--- config.mk ---
export PLATFORM = sky130hd
export DESIGN_NAME = adc_range_monitor_flat
export DESIGN_NICKNAME = d
export VERILOG_FILES = /design/src/rtl/adc_range_monitor_pkg.sv /design/src/rtl/adc_range_monitor_if.sv /design/src/rtl/adc_range_monitor_lane_reduce.sv /design/src/rtl/adc_range_monitor.sv /design/src/flat_wrapper.sv
export SDC_FILE = /design/constraint.sdc
export NUM_CORES = 2
export LEC_CHECK = 0
export BUFFER_PORTS_ARGS = -buffer_cell sky130_fd_sc_hd__buf_2
export CAP_MARGIN = 30
export CORE_MARGIN = 4
export CORE_UTILIZATION = 50
export DETAILED_ROUTE_END_ITERATION = 12
export PLACE_DENSITY = 0.66
export RECOVER_POWER = 25
export SLEW_MARGIN = 0
export SYNTH_ARGS = -nofsm -noshare
export SYNTH_HDL_FRONTEND = slang
export SYNTH_SLANG_ARGS = --single-unit
--- constraint.sdc ---
create_clock -name adcClk -period 26.4 [get_ports adcClk]
set_input_delay 2.64 -clock adcClk [delete_from_list [all_inputs] [get_ports adcClk]]
set_output_delay 2.64 -clock adcClk [all_outputs]
set_load 0.05 [all_outputs]
--- src/rtl/adc_range_monitor_pkg.sv ---
// Shared types and helpers for the ADC range monitor: readout field codes,
// EMPTY accumulator values and a saturating adder.
package adc_monitor_pkg;

    typedef enum logic [1:0] {
        FIELD_MIN   = 2'd0,
        FIELD_MAX   = 2'd1,
        FIELD_CLIP  = 2'd2,
        FIELD_COUNT = 2'd3
    } readField_e;

    // EMPTY min is the most positive sample so the first real sample always replaces it
    function automatic int emptyMin(input int adcWidth);
        return (1 << (adcWidth - 1)) - 1;
    endfunction

    function automatic int emptyMax(input int adcWidth);
        return -(1 << (adcWidth - 1));
    endfunction

    function automatic logic [31:0] satAdd(input logic [31:0] a, input logic [31:0] b,
                                           input logic [31:0] maxVal);
        logic [32:0] sum;
        sum = {1'b0, a} + {1'b0, b};
        return (sum > {1'b0, maxVal}) ? maxVal : sum[31:0];
    endfunction

endpackage

--- src/rtl/adc_range_monitor_if.sv ---
// ADC sample stream plus result readout port of the range monitor.
interface adc_range_monitor_if #(
    parameter int AXI_CHANNEL_COUNT     = 8,
    parameter int AXI_SAMPLES_PER_CLOCK = 4,
    parameter int AXI_SAMPLE_WIDTH      = 16
);
    localparam int DATA_WIDTH = AXI_CHANNEL_COUNT * AXI_SAMPLES_PER_CLOCK * AXI_SAMPLE_WIDTH;
    localparam int CH_SEL_WIDTH = (AXI_CHANNEL_COUNT > 1) ? $clog2(AXI_CHANNEL_COUNT) : 1;

    logic                    axiValid;
    logic [DATA_WIDTH-1:0]   axiData;
    logic [CH_SEL_WIDTH-1:0] readChannel;
    logic [1:0]              readField;
    logic [31:0]             readData;
    logic                    resultsStrobe;
    logic [7:0]              resultsSeq;

    modport master (
        output axiValid, axiData, readChannel, readField,
        input  readData, resultsStrobe, resultsSeq
    );

    modport slave (
        input  axiValid, axiData, readChannel, readField,
        output readData, resultsStrobe, resultsSeq
    );

endinterface

--- src/rtl/adc_range_monitor_lane_reduce.sv ---
// Per-channel first stage: reduces one beat of lanes to min, max and the
// number of lanes at or beyond a clip threshold, registered on valid beats.
module adc_lane_reduce
    import adc_monitor_pkg::*;
#(
    parameter int SPC             = 4,
    parameter int SAMPLE_WIDTH    = 16,
    parameter int ADC_WIDTH       = 14,
    parameter int CLIP_LANE_WIDTH = $clog2(SPC + 1)
) (
    input  logic                              adcClk,
    input  logic                              adcReset,
    input  logic                              beatValid,
    input  logic [SPC*SAMPLE_WIDTH-1:0]       laneData,
    input  logic signed [ADC_WIDTH-1:0]       clipHi,
    input  logic signed [ADC_WIDTH-1:0]       clipLo,
    output logic signed [ADC_WIDTH-1:0]       laneMin,
    output logic signed [ADC_WIDTH-1:0]       laneMax,
    output logic [CLIP_LANE_WIDTH-1:0]        clipLanes
);
    localparam int PAD = SAMPLE_WIDTH - ADC_WIDTH;
    localparam logic signed [ADC_WIDTH-1:0] EMPTY_MIN = ADC_WIDTH'(emptyMin(ADC_WIDTH));
    localparam logic signed [ADC_WIDTH-1:0] EMPTY_MAX = ADC_WIDTH'(emptyMax(ADC_WIDTH));

    logic signed [ADC_WIDTH-1:0] sample [SPC];
    logic signed [ADC_WIDTH-1:0] redMin;
    logic signed [ADC_WIDTH-1:0] redMax;
    logic [CLIP_LANE_WIDTH-1:0]  redClip;

    // Samples are left-justified; the LSB padding below the ADC bits is don't-care
    for (genvar s = 0; s < SPC; s++) begin : g_lane
        assign sample[s] = $signed(laneData[s*SAMPLE_WIDTH + PAD +: ADC_WIDTH]);
    end

    if (PAD > 0) begin : g_pad
        logic [SPC*PAD-1:0] unusedPad;
        for (genvar s = 0; s < SPC; s++) begin : g_padLane
            assign unusedPad[s*PAD +: PAD] = laneData[s*SAMPLE_WIDTH +: PAD];
        end
    end

    always_comb begin
        redMin  = sample[0];
        redMax  = sample[0];
        redClip = '0;
        for (int s = 0; s < SPC; s++) begin
            if (sample[s] < redMin) redMin = sample[s];
            if (sample[s] > redMax) redMax = sample[s];
            if ((sample[s] >= clipHi) || (sample[s] <= clipLo))
                redClip = redClip + CLIP_LANE_WIDTH'(1);
        end
    end

    always_ff @(posedge adcClk) begin
        if (adcReset) begin
            laneMin   <= EMPTY_MIN;
            laneMax   <= EMPTY_MAX;
            clipLanes <= '0;
        end else if (beatValid) begin
            laneMin   <= redMin;
            laneMax   <= redMax;
            clipLanes <= redClip;
        end
    end

endmodule

--- src/rtl/adc_range_monitor.sv ---
// Windowed per-channel min/max/clip monitor on the ADC stream with a
// double-buffered result bank and a registered random-access readout.
module adc_range_monitor
    import adc_monitor_pkg::*;
#(
    parameter int AXI_CHANNEL_COUNT     = 8,
    parameter int AXI_SAMPLES_PER_CLOCK = 4,
    parameter int AXI_SAMPLE_WIDTH      = 16,
    parameter int ADC_WIDTH             = 14,
    parameter int WINDOW_WIDTH          = 24,
    parameter int COUNT_WIDTH           = 16
) (
    input  logic                        adcClk,
    input  logic                        adcReset,
    adc_range_monitor_if.slave          bus,
    input  logic                        autoMode,
    input  logic [WINDOW_WIDTH-1:0]     windowLength,
    input  logic                        latchStrobe,
    input  logic signed [ADC_WIDTH-1:0] clipHi,
    input  logic signed [ADC_WIDTH-1:0] clipLo
);
    localparam int CH   = AXI_CHANNEL_COUNT;
    localparam int SPC  = AXI_SAMPLES_PER_CLOCK;
    localparam int SW   = AXI_SAMPLE_WIDTH;
    localparam int CLW  = $clog2(SPC + 1);
    localparam logic signed [ADC_WIDTH-1:0] EMPTY_MIN = ADC_WIDTH'(emptyMin(ADC_WIDTH));
    localparam logic signed [ADC_WIDTH-1:0] EMPTY_MAX = ADC_WIDTH'(emptyMax(ADC_WIDTH));
    localparam logic [COUNT_WIDTH-1:0]  CLIP_MAX   = '1;
    localparam logic [WINDOW_WIDTH-1:0] WINDOW_MAX = '1;

    logic [WINDOW_WIDTH-1:0] validCnt;
    logic                    autoHit;
    logic                    closeReq;
    logic                    s1Valid;
    logic                    s1Close;

    logic signed [ADC_WIDTH-1:0] laneMin [CH];
    logic signed [ADC_WIDTH-1:0] laneMax [CH];
    logic [CLW-1:0]              laneClip [CH];

    logic signed [ADC_WIDTH-1:0] accMin [CH];
    logic signed [ADC_WIDTH-1:0] accMax [CH];
    logic [COUNT_WIDTH-1:0]      accClip [CH];
    logic [WINDOW_WIDTH-1:0]     accCount;
    logic signed [ADC_WIDTH-1:0] nxtMin [CH];
    logic signed [ADC_WIDTH-1:0] nxtMax [CH];
    logic [COUNT_WIDTH-1:0]      nxtClip [CH];
    logic [WINDOW_WIDTH-1:0]     nxtCount;

    logic signed [ADC_WIDTH-1:0] bankMin [CH];
    logic signed [ADC_WIDTH-1:0] bankMax [CH];
    logic [COUNT_WIDTH-1:0]      bankClip [CH];
    logic [WINDOW_WIDTH-1:0]     bankCount;

    logic        strobeReg;
    logic [7:0]  seqReg;
    logic [31:0] readReg;

    // >= rather than == so shrinking windowLength below the count closes on the next beat
    assign autoHit  = autoMode && (windowLength != '0) && bus.axiValid &&
                      (validCnt >= windowLength - WINDOW_WIDTH'(1));
    assign closeReq = latchStrobe || autoHit;

    always_ff @(posedge adcClk) begin
        if (adcReset) begin
            validCnt <= '0;
            s1Valid  <= 1'b0;
            s1Close  <= 1'b0;
        end else begin
            s1Valid <= bus.axiValid;
            s1Close <= closeReq;
            if (closeReq)
                validCnt <= '0;
            else if (bus.axiValid && (validCnt != WINDOW_MAX))
                validCnt <= validCnt + WINDOW_WIDTH'(1);
        end
    end

    for (genvar c = 0; c < CH; c++) begin : g_chan
        adc_lane_reduce #(
            .SPC             (SPC),
            .SAMPLE_WIDTH    (SW),
            .ADC_WIDTH       (ADC_WIDTH),
            .CLIP_LANE_WIDTH (CLW)
        ) u_reduce (
            .adcClk    (adcClk),
            .adcReset  (adcReset),
            .beatValid (bus.axiValid),
            .laneData  (bus.axiData[c*SPC*SW +: SPC*SW]),
            .clipHi    (clipHi),
            .clipLo    (clipLo),
            .laneMin   (laneMin[c]),
            .laneMax   (laneMax[c]),
            .clipLanes (laneClip[c])
        );
    end

    always_comb begin
        nxtCount = accCount;
        if (s1Valid)
            nxtCount = WINDOW_WIDTH'(satAdd(32'(accCount), 32'd1, 32'(WINDOW_MAX)));
        for (int c = 0; c < CH; c++) begin
            nxtMin[c]  = accMin[c];
            nxtMax[c]  = accMax[c];
            nxtClip[c] = accClip[c];
            if (s1Valid) begin
                if (laneMin[c] < accMin[c]) nxtMin[c] = laneMin[c];
                if (laneMax[c] > accMax[c]) nxtMax[c] = laneMax[c];
                nxtClip[c] = COUNT_WIDTH'(satAdd(32'(accClip[c]), 32'(laneClip[c]), 32'(CLIP_MAX)));
            end
        end
    end

    // The closing beat's contribution goes to the bank; accumulators restart EMPTY
    always_ff @(posedge adcClk) begin
        if (adcReset) begin
            for (int c = 0; c < CH; c++) begin
                accMin[c]   <= EMPTY_MIN;
                accMax[c]   <= EMPTY_MAX;
                accClip[c]  <= '0;
                bankMin[c]  <= EMPTY_MIN;
                bankMax[c]  <= EMPTY_MAX;
                bankClip[c] <= '0;
            end
            accCount  <= '0;
            bankCount <= '0;
            strobeReg <= 1'b0;
            seqReg    <= '0;
        end else begin
            strobeReg <= s1Close;
            if (s1Close) begin
                for (int c = 0; c < CH; c++) begin
                    bankMin[c]  <= nxtMin[c];
                    bankMax[c]  <= nxtMax[c];
                    bankClip[c] <= nxtClip[c];
                    accMin[c]   <= EMPTY_MIN;
                    accMax[c]   <= EMPTY_MAX;
                    accClip[c]  <= '0;
                end
                bankCount <= nxtCount;
                accCount  <= '0;
                seqReg    <= seqReg + 8'd1;
            end else begin
                for (int c = 0; c < CH; c++) begin
                    accMin[c]  <= nxtMin[c];
                    accMax[c]  <= nxtMax[c];
                    accClip[c] <= nxtClip[c];
                end
                accCount <= nxtCount;
            end
        end
    end

    always_ff @(posedge adcClk) begin
        if (adcReset) begin
            readReg <= '0;
        end else begin
            readReg <= '0;
            if (32'(bus.readChannel) < 32'(CH)) begin
                case (readField_e'(bus.readField))
                    FIELD_MIN:   readReg <= {{(32-ADC_WIDTH){bankMin[bus.readChannel][ADC_WIDTH-1]}},
                                             bankMin[bus.readChannel]};
                    FIELD_MAX:   readReg <= {{(32-ADC_WIDTH){bankMax[bus.readChannel][ADC_WIDTH-1]}},
                                             bankMax[bus.readChannel]};
                    FIELD_CLIP:  readReg <= 32'(bankClip[bus.readChannel]);
                    FIELD_COUNT: readReg <= 32'(bankCount);
                    default:     readReg <= '0;
                endcase
            end
        end
    end

    assign bus.readData      = readReg;
    assign bus.resultsStrobe = strobeReg;
    assign bus.resultsSeq    = seqReg;

endmodule

--- src/flat_wrapper.sv ---
// flat-port wrapper written by rule: the top's interface ports become plain ports
module adc_range_monitor_flat import adc_monitor_pkg::*;
#(
    parameter int AXI_CHANNEL_COUNT     = 8,
    parameter int AXI_SAMPLES_PER_CLOCK = 4,
    parameter int AXI_SAMPLE_WIDTH      = 16,
    parameter int ADC_WIDTH             = 14,
    parameter int WINDOW_WIDTH          = 24,
    parameter int COUNT_WIDTH           = 16
)
  (adcClk, adcReset, autoMode, windowLength, latchStrobe, clipHi, clipLo, bus_axiValid, bus_axiData, bus_readChannel, bus_readField, bus_readData, bus_resultsStrobe, bus_resultsSeq);
  adc_range_monitor_if #(.AXI_CHANNEL_COUNT(AXI_CHANNEL_COUNT), .AXI_SAMPLES_PER_CLOCK(AXI_SAMPLES_PER_CLOCK), .AXI_SAMPLE_WIDTH(AXI_SAMPLE_WIDTH)) bus_i ();
  input  logic adcClk;
  input  logic adcReset;
  input  logic autoMode;
  input  logic [WINDOW_WIDTH-1:0] windowLength;
  input  logic latchStrobe;
  input  logic signed [ADC_WIDTH-1:0] clipHi;
  input  logic signed [ADC_WIDTH-1:0] clipLo;
  input wire logic [$bits(bus_i.axiValid)-1:0] bus_axiValid;
  input wire logic [$bits(bus_i.axiData)-1:0] bus_axiData;
  input wire logic [$bits(bus_i.readChannel)-1:0] bus_readChannel;
  input wire logic [$bits(bus_i.readField)-1:0] bus_readField;
  output wire logic [$bits(bus_i.readData)-1:0] bus_readData;
  output wire logic [$bits(bus_i.resultsStrobe)-1:0] bus_resultsStrobe;
  output wire logic [$bits(bus_i.resultsSeq)-1:0] bus_resultsSeq;
  assign bus_i.axiValid = bus_axiValid;
  assign bus_i.axiData = bus_axiData;
  assign bus_i.readChannel = bus_readChannel;
  assign bus_i.readField = bus_readField;
  assign bus_readData = bus_i.readData;
  assign bus_resultsStrobe = bus_i.resultsStrobe;
  assign bus_resultsSeq = bus_i.resultsSeq;
  adc_range_monitor #(.AXI_CHANNEL_COUNT(AXI_CHANNEL_COUNT), .AXI_SAMPLES_PER_CLOCK(AXI_SAMPLES_PER_CLOCK), .AXI_SAMPLE_WIDTH(AXI_SAMPLE_WIDTH), .ADC_WIDTH(ADC_WIDTH), .WINDOW_WIDTH(WINDOW_WIDTH), .COUNT_WIDTH(COUNT_WIDTH)) u_core (.adcClk(adcClk), .adcReset(adcReset), .bus(bus_i), .autoMode(autoMode), .windowLength(windowLength), .latchStrobe(latchStrobe), .clipHi(clipHi), .clipLo(clipLo));
endmodule
==> reports/summary.json <==
{
  "outcome": {"value": "finished with violations"},
  "violations": {"value": "capacitance limit, slew limit"},
  "finalSetupViolations": {"value": 0},
  "numClockSinks": {"value": 1060},
  "synth_warnings": {"value": 0},
  "hold_viol_final": {"value": 0},
  "hold_slack": {"value": 0.465, "unit": "ns"},
  "area_grow_syn2layout": {"value": 11.4, "unit": "%"},
  "synthArstFlopShare": {"value": 0},
  "grt_antenna_before_repair": {"value": 62},
  "number_of_flops_mapped_to_enable_cells_by_yosys": {"value": 660},
  "worst-endpoint-arrival": {"value": 13.21, "unit": "ns"},
  "synth_ff_type": {"value": "sky130_fd_sc_hd__edfxtp_1"},
  "average_wire_per_standard_cell": {"value": 25.0, "unit": "um"},
  "gp_routability_congestion": {"value": 0.988},
  "pwr-share-comb": {"value": 0.355},
  "io_buffer_count": {"value": 550},
  "cp_max_fo": {"value": 132},
  "top_level_ports": {"value": 615},
  "synth.largest_area_cell": {"value": "sky130_fd_sc_hd__ha_1"},
  "synth-seq-cells": {"value": 1060},
  "post_synth_main_area_contributors": {"value": "sky130_fd_sc_hd__ha_1, sky130_fd_sc_hd__edfxtp_1, sky130_fd_sc_hd__dfxtp_1, sky130_fd_sc_hd__mux2i_1, sky130_fd_sc_hd__nor2_1"},
  "worst_hold_path.endpoint": {"value": "u_core.bankCount[6]"},
  "tns": {"value": 0, "unit": "ns"},
  "synthCells": {"value": 10100},
  "worstPathRequired": {"value": 26.84, "unit": "ns"},
  "grt_first_pass_wirelength": {"value": 493, "unit": "mm"},
  "residual_antenna_violating_net_count_after_detailed_routing": {"value": 0},
  "worstSkewPairLatency": {"value": 0.75, "unit": "ns"},
  "totalWireLength": {"value": 335, "unit": "mm"},
  "worst_case_headroom_to_the_max_slew_limit": {"value": -3.81},
  "dieHeight": {"value": 440, "unit": "um"},
  "htree_levels": {"value": 3},
  "tritoncts": {"value": "yes"},
  "first_global_vias": {"value": 80400},
  "post-route-period-util": {"value": 0.484},
  "design.final.nets": {"value": 13100},
  "placeableCoreArea": {"value": 0.186, "unit": "mm2"},
  "powerDensity": {"value": 56.0, "unit": "mW/mm2"},
  "rsz_0062_raised_after_global_routing": {"value": "no"},
  "timing_max_transition_violations_final": {"value": 496},
  "post_cts_resized": {"value": 0},
  "min-delay-path-class": {"value": "register to register"},
  "timing.clock.skew": {"value": 0.0493, "unit": "ns"},
  "worst_hold_startpoint": {"value": "u_core.bankCount[6]"},
  "final_common_cell": {"value": "sky130_fd_sc_hd__ha_1"},
  "syn_area_per_cell": {"value": 9.27, "unit": "um2"},
  "cts_hold_buf": {"value": 0},
  "drtIter0Drc": {"value": 7932},
  "grt_max_degree": {"value": 144},
  "mappedNetlistArea": {"value": 0.0934, "unit": "mm2"},
  "critical_path.startpoint_type": {"value": "input pin"},
  "postCtsSetupBuffers": {"value": 0},
  "clk_root_buffer_cell": {"value": "sky130_fd_sc_hd__clkbuf_16"},
  "worstReg2RegStart": {"value": "u_core.s1Close"},
  "drcViolationCount": {"value": 0},
  "timing.rr.end": {"value": "u_core.accMin[0][27]"},
  "grt.total_usage": {"value": 0.334},
  "finalCoreUtilization": {"value": 0.561},
  "pwr-share-seq": {"value": 0.351},
  "power.internal": {"value": 3.72, "unit": "mW"},
  "fp-row-count": {"value": 158},
  "endpoint_kind": {"value": "register"},
  "timing.final.crit_period": {"value": 12.77, "unit": "ns"},
  "worst_setup_hold_path_clk_slew": {"value": 0.06, "unit": "ns"},
  "ctsLongestPathBuffers": {"value": 3},
  "via_density": {"value": 6.22},
  "yosysUniqueCellTypes": {"value": 116},
  "seq_area_frac_synth": {"value": 0.298},
  "max_freq": {"value": 0.0783, "unit": "GHz"},
  "most-common-layout-cells": {"value": "sky130_fd_sc_hd__ha_1, sky130_fd_sc_hd__nor2_1, sky130_fd_sc_hd__edfxtp_1"},
  "floorplan.die_area": {"value": 0.194, "unit": "mm2"},
  "worst_ir_drop_vdd": {"value": 56.3, "unit": "uV"},
  "ff2ff_path_depth": {"value": 6},
  "hpwl": {"value": 252, "unit": "mm"},
  "clock_power_share": {"value": 0.294},
  "yosysTopAreaCellShare": {"value": 0.227},
  "fin_area": {"value": 0.104, "unit": "mm2"},
  "detailed_place.area": {"value": 0.0999, "unit": "mm2"},
  "p_switching": {"value": 2.11, "unit": "mW"},
  "worstHoldPathCells": {"value": 2},
  "drv.max_cap_violation_count": {"value": 8},
  "first_pass_iters": {"value": 6},
  "cts_inserted_buffers": {"value": 113},
  "grt_remaining_overflow": {"value": 0},
  "timing_worst_setup_path_type": {"value": "input pin to register"},
  "drive_above_1_share": {"value": 0.108},
  "power.share.switching": {"value": 0.362},
  "die_w": {"value": 440, "unit": "um"},
  "rrSetupSlack": {"value": 17.43, "unit": "ns"},
  "static-leakage-power": {"value": 47.1, "unit": "nW"},
  "tightestPinTransition": {"value": 7.22, "unit": "ns"},
  "via_count": {"value": 83400},
  "initial_utilization": {"value": 0.503}
}
## worst max path at each step
stage                     slack (ns)              from                                    end  cells past startpoint
after floorplan                12.82          adcReset                  u_core.bankClip[0][0]                      4
after global placement         15.57   bus_axiData[69]  u_core.g_chan[1].u_reduce.laneMin[13]                     34
after detailed placement       15.36  bus_axiData[463]  u_core.g_chan[7].u_reduce.laneMax[13]                     30
after CTS                      16.13  bus_axiData[463]  u_core.g_chan[7].u_reduce.laneMax[13]                     30
after global routing           13.15          adcReset                   u_core.accMin[0][27]                      7
final                          13.63          adcReset                   u_core.accMin[0][27]                      7
## through the flow
stage | cells | setup slack, ns | total power [mW]
floorplan | 10400 | 12.82 | 3.41
global placement | 13100 | 15.57 | 4.02
detailed placement | 13100 | 15.36 | 4.09
CTS | 13400 | 16.13 | 5.80
global route | 13400 | 13.15 | 6.14
finish | 13400 | 13.63 | 5.83
## cells by family after synthesis
family                     synth area share
other                             0.0000401
AOI/OAI and AO/OA                     0.159
adders and majority gates             0.230
xor gates and xnor gates             0.0154
and+or+nand+nor                       0.166
muxes                                0.0899
DFF                                   0.298
buffers and inverters                0.0423
## metal layers
metal  share of wire  track usage  vias to the layer above
met3           0.085       0.0620                      891
met2            0.45        0.531                     3499
met1            0.41        0.435                    40100
met5         0.00043            0                        -
li1                -            -                    38900
met4           0.055        0.164                       22
## area by class of cell
class | instances | area, um2
timing repair buffer | 664 | 3680
fill | 16600 | 81600
antenna | 39 | 97.6
multi-input combinational | 8293 | 62900
clock inverter | 56 | 706
clock buffer | 160 | 3340
inverter | 655 | 2460
sequential | 1060 | 27800
tap | 2480 | 3100
## power by group through the flow
stage,Clock (mW),Combinational (mW),Sequential [mW]
final,1.71,2.07,2.05
after global routing,1.81,2.27,2.05
after CTS,1.73,2.03,2.04
after detailed placement,0,2.01,2.08
after global placement,0,1.95,2.07
after floorplan,0,1.38,2.02
## cell usage after synthesis, types with 59 or more instances
library cell and number:
sky130_fd_sc_hd__clkbuf_1 315, sky130_fd_sc_hd__nor4_1 100, sky130_fd_sc_hd__nand2b_1 90, sky130_fd_sc_hd__and3_1 129, sky130_fd_sc_hd__mux2_2 86, sky130_fd_sc_hd__mux4_2 101, sky130_fd_sc_hd__a31oi_1 80, sky130_fd_sc_hd__dfxtp_1 400
sky130_fd_sc_hd__inv_1 653, sky130_fd_sc_hd__nor3_1 265, sky130_fd_sc_hd__nand3_1 190, sky130_fd_sc_hd__xor2_1 69, sky130_fd_sc_hd__a21o_1 293, sky130_fd_sc_hd__xnor2_1 95, sky130_fd_sc_hd__a311oi_1 71, sky130_fd_sc_hd__and2_1 59
sky130_fd_sc_hd__o21ai_0 403, sky130_fd_sc_hd__mux2i_1 473, sky130_fd_sc_hd__a211oi_1 73, sky130_fd_sc_hd__a21oi_1 576, sky130_fd_sc_hd__ha_1 1694, sky130_fd_sc_hd__nand4_1 307, sky130_fd_sc_hd__nor2_1 1032, sky130_fd_sc_hd__edfxtp_1 660
sky130_fd_sc_hd__nor2b_1 202, sky130_fd_sc_hd__o21a_1 293, sky130_fd_sc_hd__nand2_1 628
## sequential cells by signal (all words and copies together), names as in the netlist
register                          cells
u_core.accClip                      128
u_core.accCount                      24
u_core.accMax                       112
u_core.accMin                       112
u_core.bankClip                     128
u_core.bankCount                     24
u_core.bankMax                      112
u_core.bankMin                      112
u_core.bus.readData                  25
u_core.bus.resultsSeq                 8
u_core.bus.resultsStrobe              1
u_core.g_chan.u_reduce.clipLanes     24
u_core.g_chan.u_reduce.laneMax      112
u_core.g_chan.u_reduce.laneMin      112
u_core.s1Close                        1
u_core.s1Valid                        1
u_core.validCnt                      24
## critical path, cell delays in order
cell and delay [ns]:
sky130_fd_sc_hd__clkbuf_1 2.58, sky130_fd_sc_hd__nor2_4 -0.11, sky130_fd_sc_hd__clkinvlp_2 0.49, sky130_fd_sc_hd__clkbuf_1 5.01, sky130_fd_sc_hd__buf_4 1.35, sky130_fd_sc_hd__buf_4 0.76
sky130_fd_sc_hd__nor2_1 0.14
No activity file was read; power rests on OpenSTA's default activity.
